`src/rtl/uart_tx_arbiter_if.sv`:
```
// Handshake bundle between the byte requesters, the UART TX serializer and uart_tx_arbiter.
// The slave modport is the arbiter's view; master is the surrounding system.
interface uart_tx_arbiter_if #(
  parameter int DATA_W  = 8,
  parameter int NUM_REQ = 2
);
  localparam int GW = $clog2(NUM_REQ);

  logic [NUM_REQ-1:0]        req_valid;
  logic [NUM_REQ*DATA_W-1:0] req_data;
  logic [NUM_REQ-1:0]        req_ready;
  logic                      tx_start;
  logic [DATA_W-1:0]         tx_data;
  logic                      tx_busy;
  logic [GW-1:0]             grant_id;
  logic                      arb_busy;
  logic                      timeout_err;

  modport master (
    output req_valid, req_data, tx_busy,
    input  req_ready, tx_start, tx_data, grant_id, arb_busy, timeout_err
  );

  modport slave (
    input  req_valid, req_data, tx_busy,
    output req_ready, tx_start, tx_data, grant_id, arb_busy, timeout_err
  );
endinterface

```
`src/rtl/uart_tx_arbiter.sv`:
```
// Shares one UART transmitter among NUM_REQ byte requesters: accept, launch, track tx_busy.
// Define UART_TX_ARB_ROUND_ROBIN_EN for round-robin arbitration; otherwise lowest index wins.
module uart_tx_arbiter #(
  parameter int DATA_W      = 8,
  parameter int NUM_REQ     = 2,
  parameter int ACK_TIMEOUT = 64
) (
  input logic                clk,
  input logic                reset_n,
  uart_tx_arbiter_if.slave   bus
);
  localparam int GW = $clog2(NUM_REQ);
  localparam int CW = $clog2(ACK_TIMEOUT);

  typedef enum logic [1:0] {
    IDLE,
    LAUNCH,
    WAIT_ACK,
    WAIT_DONE
  } state_t;

  state_t        state;
  state_t        state_nxt;
  logic [GW-1:0] winner;
  logic          accept;
  logic          ack_expired;
  logic          timeout_fire;
  logic [CW-1:0] ack_cnt;

`ifdef UART_TX_ARB_ROUND_ROBIN_EN
  logic [GW-1:0] rr_ptr;

  // Descending scan so the smallest offset after the last grant is the final assignment.
  always_comb begin
    int idx;
    winner = '0;
    idx    = 0;
    for (int off = NUM_REQ; off >= 1; off--) begin
      idx = (int'(rr_ptr) + off) % NUM_REQ;
      if (bus.req_valid[idx]) winner = GW'(idx);
    end
  end
`else
  // NOTE: every always_comb output gets a default first; a missed path would infer a latch.
  always_comb begin
    winner = '0;
    for (int i = NUM_REQ - 1; i >= 0; i--) begin
      if (bus.req_valid[i]) winner = GW'(i);
    end
  end
`endif

  // reset_n gates the handshake directly so no byte can be offered while reset is held.
  assign accept      = (state == IDLE) && !bus.tx_busy && (|bus.req_valid) && reset_n;
  assign ack_expired = (ack_cnt == CW'(ACK_TIMEOUT - 1));

  // NOTE: sequential state uses non-blocking assignments so every flop samples pre-edge values.
  always_ff @(posedge clk or negedge reset_n) begin
    if (!reset_n) state <= IDLE;
    else          state <= state_nxt;
  end

  always_comb begin
    state_nxt = state;
    case (state)
      IDLE:      if (accept) state_nxt = LAUNCH;
      LAUNCH:    state_nxt = WAIT_ACK;
      WAIT_ACK: begin
        if (bus.tx_busy)      state_nxt = WAIT_DONE;
        else if (ack_expired) state_nxt = IDLE;
      end
      WAIT_DONE: if (!bus.tx_busy) state_nxt = IDLE;
      default:   state_nxt = IDLE;
    endcase
  end

  always_comb begin
    bus.req_ready = '0;
    if (accept) bus.req_ready[winner] = 1'b1;
    bus.tx_start  = (state == LAUNCH);
    bus.arb_busy  = (state != IDLE);
    // A busy rising in the expiry cycle takes precedence over the timeout.
    timeout_fire  = (state == WAIT_ACK) && !bus.tx_busy && ack_expired;
  end

  always_ff @(posedge clk or negedge reset_n) begin
    if (!reset_n) begin
      bus.tx_data     <= '0;
      bus.grant_id    <= '0;
      bus.timeout_err <= 1'b0;
      ack_cnt         <= '0;
    end else begin
      bus.timeout_err <= timeout_fire;
      if (accept) begin
        bus.tx_data  <= bus.req_data[int'(winner)*DATA_W +: DATA_W];
        bus.grant_id <= winner;
      end
      if (state == LAUNCH)                      ack_cnt <= '0;
      else if (state == WAIT_ACK && !bus.tx_busy) ack_cnt <= ack_cnt + CW'(1);
    end
  end

`ifdef UART_TX_ARB_ROUND_ROBIN_EN
  always_ff @(posedge clk or negedge reset_n) begin
    if (!reset_n)    rr_ptr <= GW'(NUM_REQ - 1);
    else if (accept) rr_ptr <= winner;
  end
`endif

endmodule
```
`src/flat_wrapper.sv`:
```
// flat-port wrapper written by rule: the top's interface ports become plain ports
module uart_tx_arbiter_flat 
#(
  parameter int DATA_W      = 8,
  parameter int NUM_REQ     = 2,
  parameter int ACK_TIMEOUT = 64
)
  (clk, reset_n, bus_req_valid, bus_req_data, bus_tx_busy, bus_req_ready, bus_tx_start, bus_tx_data, bus_grant_id, bus_arb_busy, bus_timeout_err);
  uart_tx_arbiter_if #(.DATA_W(DATA_W), .NUM_REQ(NUM_REQ)) bus_i ();
  input logic clk;
  input logic reset_n;
  input wire logic [$bits(bus_i.req_valid)-1:0] bus_req_valid;
  input wire logic [$bits(bus_i.req_data)-1:0] bus_req_data;
  input wire logic [$bits(bus_i.tx_busy)-1:0] bus_tx_busy;
  output wire logic [$bits(bus_i.req_ready)-1:0] bus_req_ready;
  output wire logic [$bits(bus_i.tx_start)-1:0] bus_tx_start;
  output wire logic [$bits(bus_i.tx_data)-1:0] bus_tx_data;
  output wire logic [$bits(bus_i.grant_id)-1:0] bus_grant_id;
  output wire logic [$bits(bus_i.arb_busy)-1:0] bus_arb_busy;
  output wire logic [$bits(bus_i.timeout_err)-1:0] bus_timeout_err;
  assign bus_i.req_valid = bus_req_valid;
  assign bus_i.req_data = bus_req_data;
  assign bus_i.tx_busy = bus_tx_busy;
  assign bus_req_ready = bus_i.req_ready;
  assign bus_tx_start = bus_i.tx_start;
  assign bus_tx_data = bus_i.tx_data;
  assign bus_grant_id = bus_i.grant_id;
  assign bus_arb_busy = bus_i.arb_busy;
  assign bus_timeout_err = bus_i.timeout_err;
  uart_tx_arbiter #(.DATA_W(DATA_W), .NUM_REQ(NUM_REQ), .ACK_TIMEOUT(ACK_TIMEOUT)) u_core (.clk(clk), .reset_n(reset_n), .bus(bus_i));
endmodule
```
`config.mk`:
```
export PLATFORM = sky130hd
export DESIGN_NAME = uart_tx_arbiter_flat
export DESIGN_NICKNAME = d
export VERILOG_FILES = /design/src/rtl/uart_tx_arbiter_if.sv /design/src/rtl/uart_tx_arbiter.sv /design/src/flat_wrapper.sv
export SDC_FILE = /design/constraint.sdc
export NUM_CORES = 1
export LEC_CHECK = 0
export CORE_ASPECT_RATIO = 0.7
export CORE_MARGIN = 2
export CORE_UTILIZATION = 45
export CTS_CLUSTER_DIAMETER = 60
export CTS_CLUSTER_SIZE = 40
export DETAILED_ROUTE_END_ITERATION = 12
export PLACE_DENSITY_LB_ADDON = 0.3
export SLEW_MARGIN = 25
export SYNTH_ARGS = -nofsm -noshare
export SYNTH_HDL_FRONTEND = slang
export SYNTH_SLANG_ARGS = --single-unit
```
`constraint.sdc`:
```
create_clock -name clk -period 5.26 [get_ports clk]
set_clock_uncertainty 0.05 [all_clocks]
set_input_delay 1.578 -clock clk [delete_from_list [all_inputs] [get_ports clk]]
set_output_delay 1.578 -clock clk [all_outputs]
set_load 0.01 [all_outputs]
```
==> results.md <==
* Outcome: complete, but fails checks
* Slowest-stage cell, CP: clkdlybuf4s50_1
* DRC Markers at 1
* Core box area at around 0.0019 mm²
* DRT Pass-1 Iters at 8
* Die Area at 0.00249 mm²
* Max-cap violations at 0
* Unrepaired setup endpoints after global routing: false
* First-pass GRT wire length at 3.93 mm
* Endpoints failing hold at 0
* Number of synthesized register bits at 18
* Die Height at between 40 and 50 µm
* Worst skew pair latency at 0.29 ns
* Clock tree sinks at 18
* CTS H-Tree Depth at 1
* Initial Util at 0.493
* Netlist Area Pre-Place at 946 µm²
* Worst slew margin at 0.543
* GRT Resource Usage Total at 0.210
* Crit. End Element: output port
* Synth top area share at 0.476
* CP most frequent cell: clkdlybuf4s50_1
* Gp weighted congestion at 0.748
* Failing checks: design-rule violations
* Cell Chain, Critical Path: clkdlybuf4s50_1, nor4b_4, and2_1, clkdlybuf4s50_1
* Post-synth top area cell: dfrtp_1
* Most used DFF post-synth: dfrtp_1
* Via/cell ratio at 5.86
* IR drop worst, VDD at 0.000228 V
* Number of global-route vias before repair at between 800 and 900
* CTS tree: done
* Slowest stage delay, CP at 0.54 ns
* Post-cts resize count at 0
* Final #Nets at 155
* Syn avg cell area at 9.65 µm²
* Slew Viols, Final at 0
* Static Leakage at 0.556 nW
* DR WL/cell at 15.5 µm
* Power per Cell Area at 415 mW/mm²
* Synth unique cells at 29
* TritonCTS Buffers at 3
* Hold Startpoint: u_core.ack_cnt[4]
* Sequential share of the synthesized area at 0.476
* Worst-Margin Slew at 0.683 ns
* Area after DPL at approximately 0.0013 mm²
* Die X at slightly below 60 µm
* Post-route cell area at 0.00133 mm²
* Setup TNS Final at 0 ns
* Crit path DAT at 3.14 ns
* Antenna cell count at 0
* YS warnings at 0
* Syn_nets at between 100 and 150
* Clock Tree Root: clkbuf_4
* CP top delay family: buffers and inverters
* Hold crit path type: reg -> reg
* Post-CTS setup buffers at 0
* Antenna violation net count after detailed routing at 0
* Antenna violations before repair at 0
* Largest net degree at the start of global routing at 20
* Setup Viol. Count Final at 0
* Rows at 13
* Clock Pin Slew Worst Setup and Hold Paths at 0.10 ns
* Tcrit/Tclk final at 0.906
* Top cells by area, synth: dfrtp_1 48%, nand3_1 12%, a32oi_1 7.4%
* Congestion Overflow GR at 0
* Vias at 902
* Post-synth EDFFs at 0
* Post-CTS Hold Buffers at 0
* Kind of critical path: in -> out
* I/O pins at 35
* Commonest cells post-synth: 22 x nand3_1, 18 x dfrtp_1, 16 x nand2_1
* Share of cells above drive strength 1 at 0.0758
* Post-placement worst setup slack at 0.498 ns
* CP Max Fanout at 5
* Final WL at 2.39 mm
* Area added between synthesis and finish at 41.0%
* CP Launch Type: input port
* Max Buffers Root-to-Sink at 2
* Bufs and invs on worst path at 2
* Cell with the most instances after synthesis: nand3_1
* Asr flop ratio synth at 1.00
* Post-route setup slack at 0.497 ns
* 1st-iter DRT viols at 25
* Req. time, crit path at 3.63 ns
* WHS at 0.434 ns
* Post-DP HPWL at ~1.8 mm
* PortBufs at 34
* Tmin final at 4.76 ns
* Post-Syn Instances at 98
* Critical path origin: bus_tx_busy
* F_max at roughly 0.21 GHz
* FF-to-FF Start: u_core.state[1]
-- through the flow --
| step | power [mW] | instances | util |
|---|---|---|---|
| 6_report | 0.553 | 154 | 0.695 |
| 2_1_floorplan | 0.350 | 98 | - |
| 3_3_place_gp | 0.457 | 150 | 0.676 |
| 5_1_grt | 0.594 | 154 | 0.695 |
| 4_1_cts | 0.555 | 154 | 0.695 |
| 3_5_place_dp | 0.470 | 150 | 0.676 |
-- state kept, by name, summed over array words and instances (netlist names) --
register and flops:
u_core.bus.grant_id 1, u_core.ack_cnt 6, u_core.state 2, u_core.bus.timeout_err 1, u_core.bus.tx_data 8
-- layout by cell type, fill, tap and decap left out, types with 2 or more instances in the layout --
master | Yosys | layout
a21oi_1 | 2 | 2
o21ai_0 | 3 | 3
nand2b_1 | 2 | 2
buf_4 | 0 | 2
clkdlybuf4s50_1 | 0 | 34
dfrtp_1 | 18 | 18
nor2_1 | 3 | 3
nand3_1 | 22 | 22
clkbuf_4 | 0 | 3
a32oi_1 | 8 | 8
nor2b_1 | 2 | 2
nand2_1 | 16 | 16
-- final cells by class --
cell class                 instances  area (µm²)
fill                             159         586
multi-input combinational         73         460
sequential                        18         450
timing repair buffer              36         355
clock buffer                       4        36.3
tap                               22        27.5
inverter                           1        3.75
-- logic make-up (layout without fill, tap and decap cells) --
group / Yosys count / count (layout) / share of synthesized area
AOI/OAI and AO/OA: 17 / 17 / 0.157
xor gates and xnor gates: 1 / 1 / 0.00926
adders and majority gates: 1 / 1 / 0.0132
buffers and inverters: 7 / 41 / 0.0370
DFF: 18 / 18 / 0.476
muxes: 1 / 1 / 0.0106
and+or+nand+nor: 53 / 53 / 0.296
-- routing by layer --
metal  vias to the layer above  share of wire  track usage
li1                        427              -            -
met1                       432           0.42        0.256
met5                         -              0            0
met4                         0          0.023       0.0909
met3                         6          0.078       0.0648
met2                        37           0.48        0.340
-- path summary, 6_finish.rpt --
check	to	slack (ns)	cells past startpoint
max in group asynchronous	u_core.bus.timeout_err	3.35	2
max reg2reg	u_core.ack_cnt[5]	3.57	3
min in group asynchronous	u_core.ack_cnt[3]	1.61	2
min reg2reg	u_core.ack_cnt[4]	0.43	1
max	bus_req_ready[0]	0.50	4
min	u_core.ack_cnt[4]	0.43	1
-- report_power, final --
| group | internal [mW] | total, mW | switching, mW |
|---|---|---|---|
| registers | 0.188 | 0.244 | 0.0564 |
| clock network | 0.0422 | 0.0848 | 0.0426 |
| logic | 0.121 | 0.224 | 0.103 |
| total | 0.351 | 0.553 | 0.202 |
(Power assumes the default switching activity.)
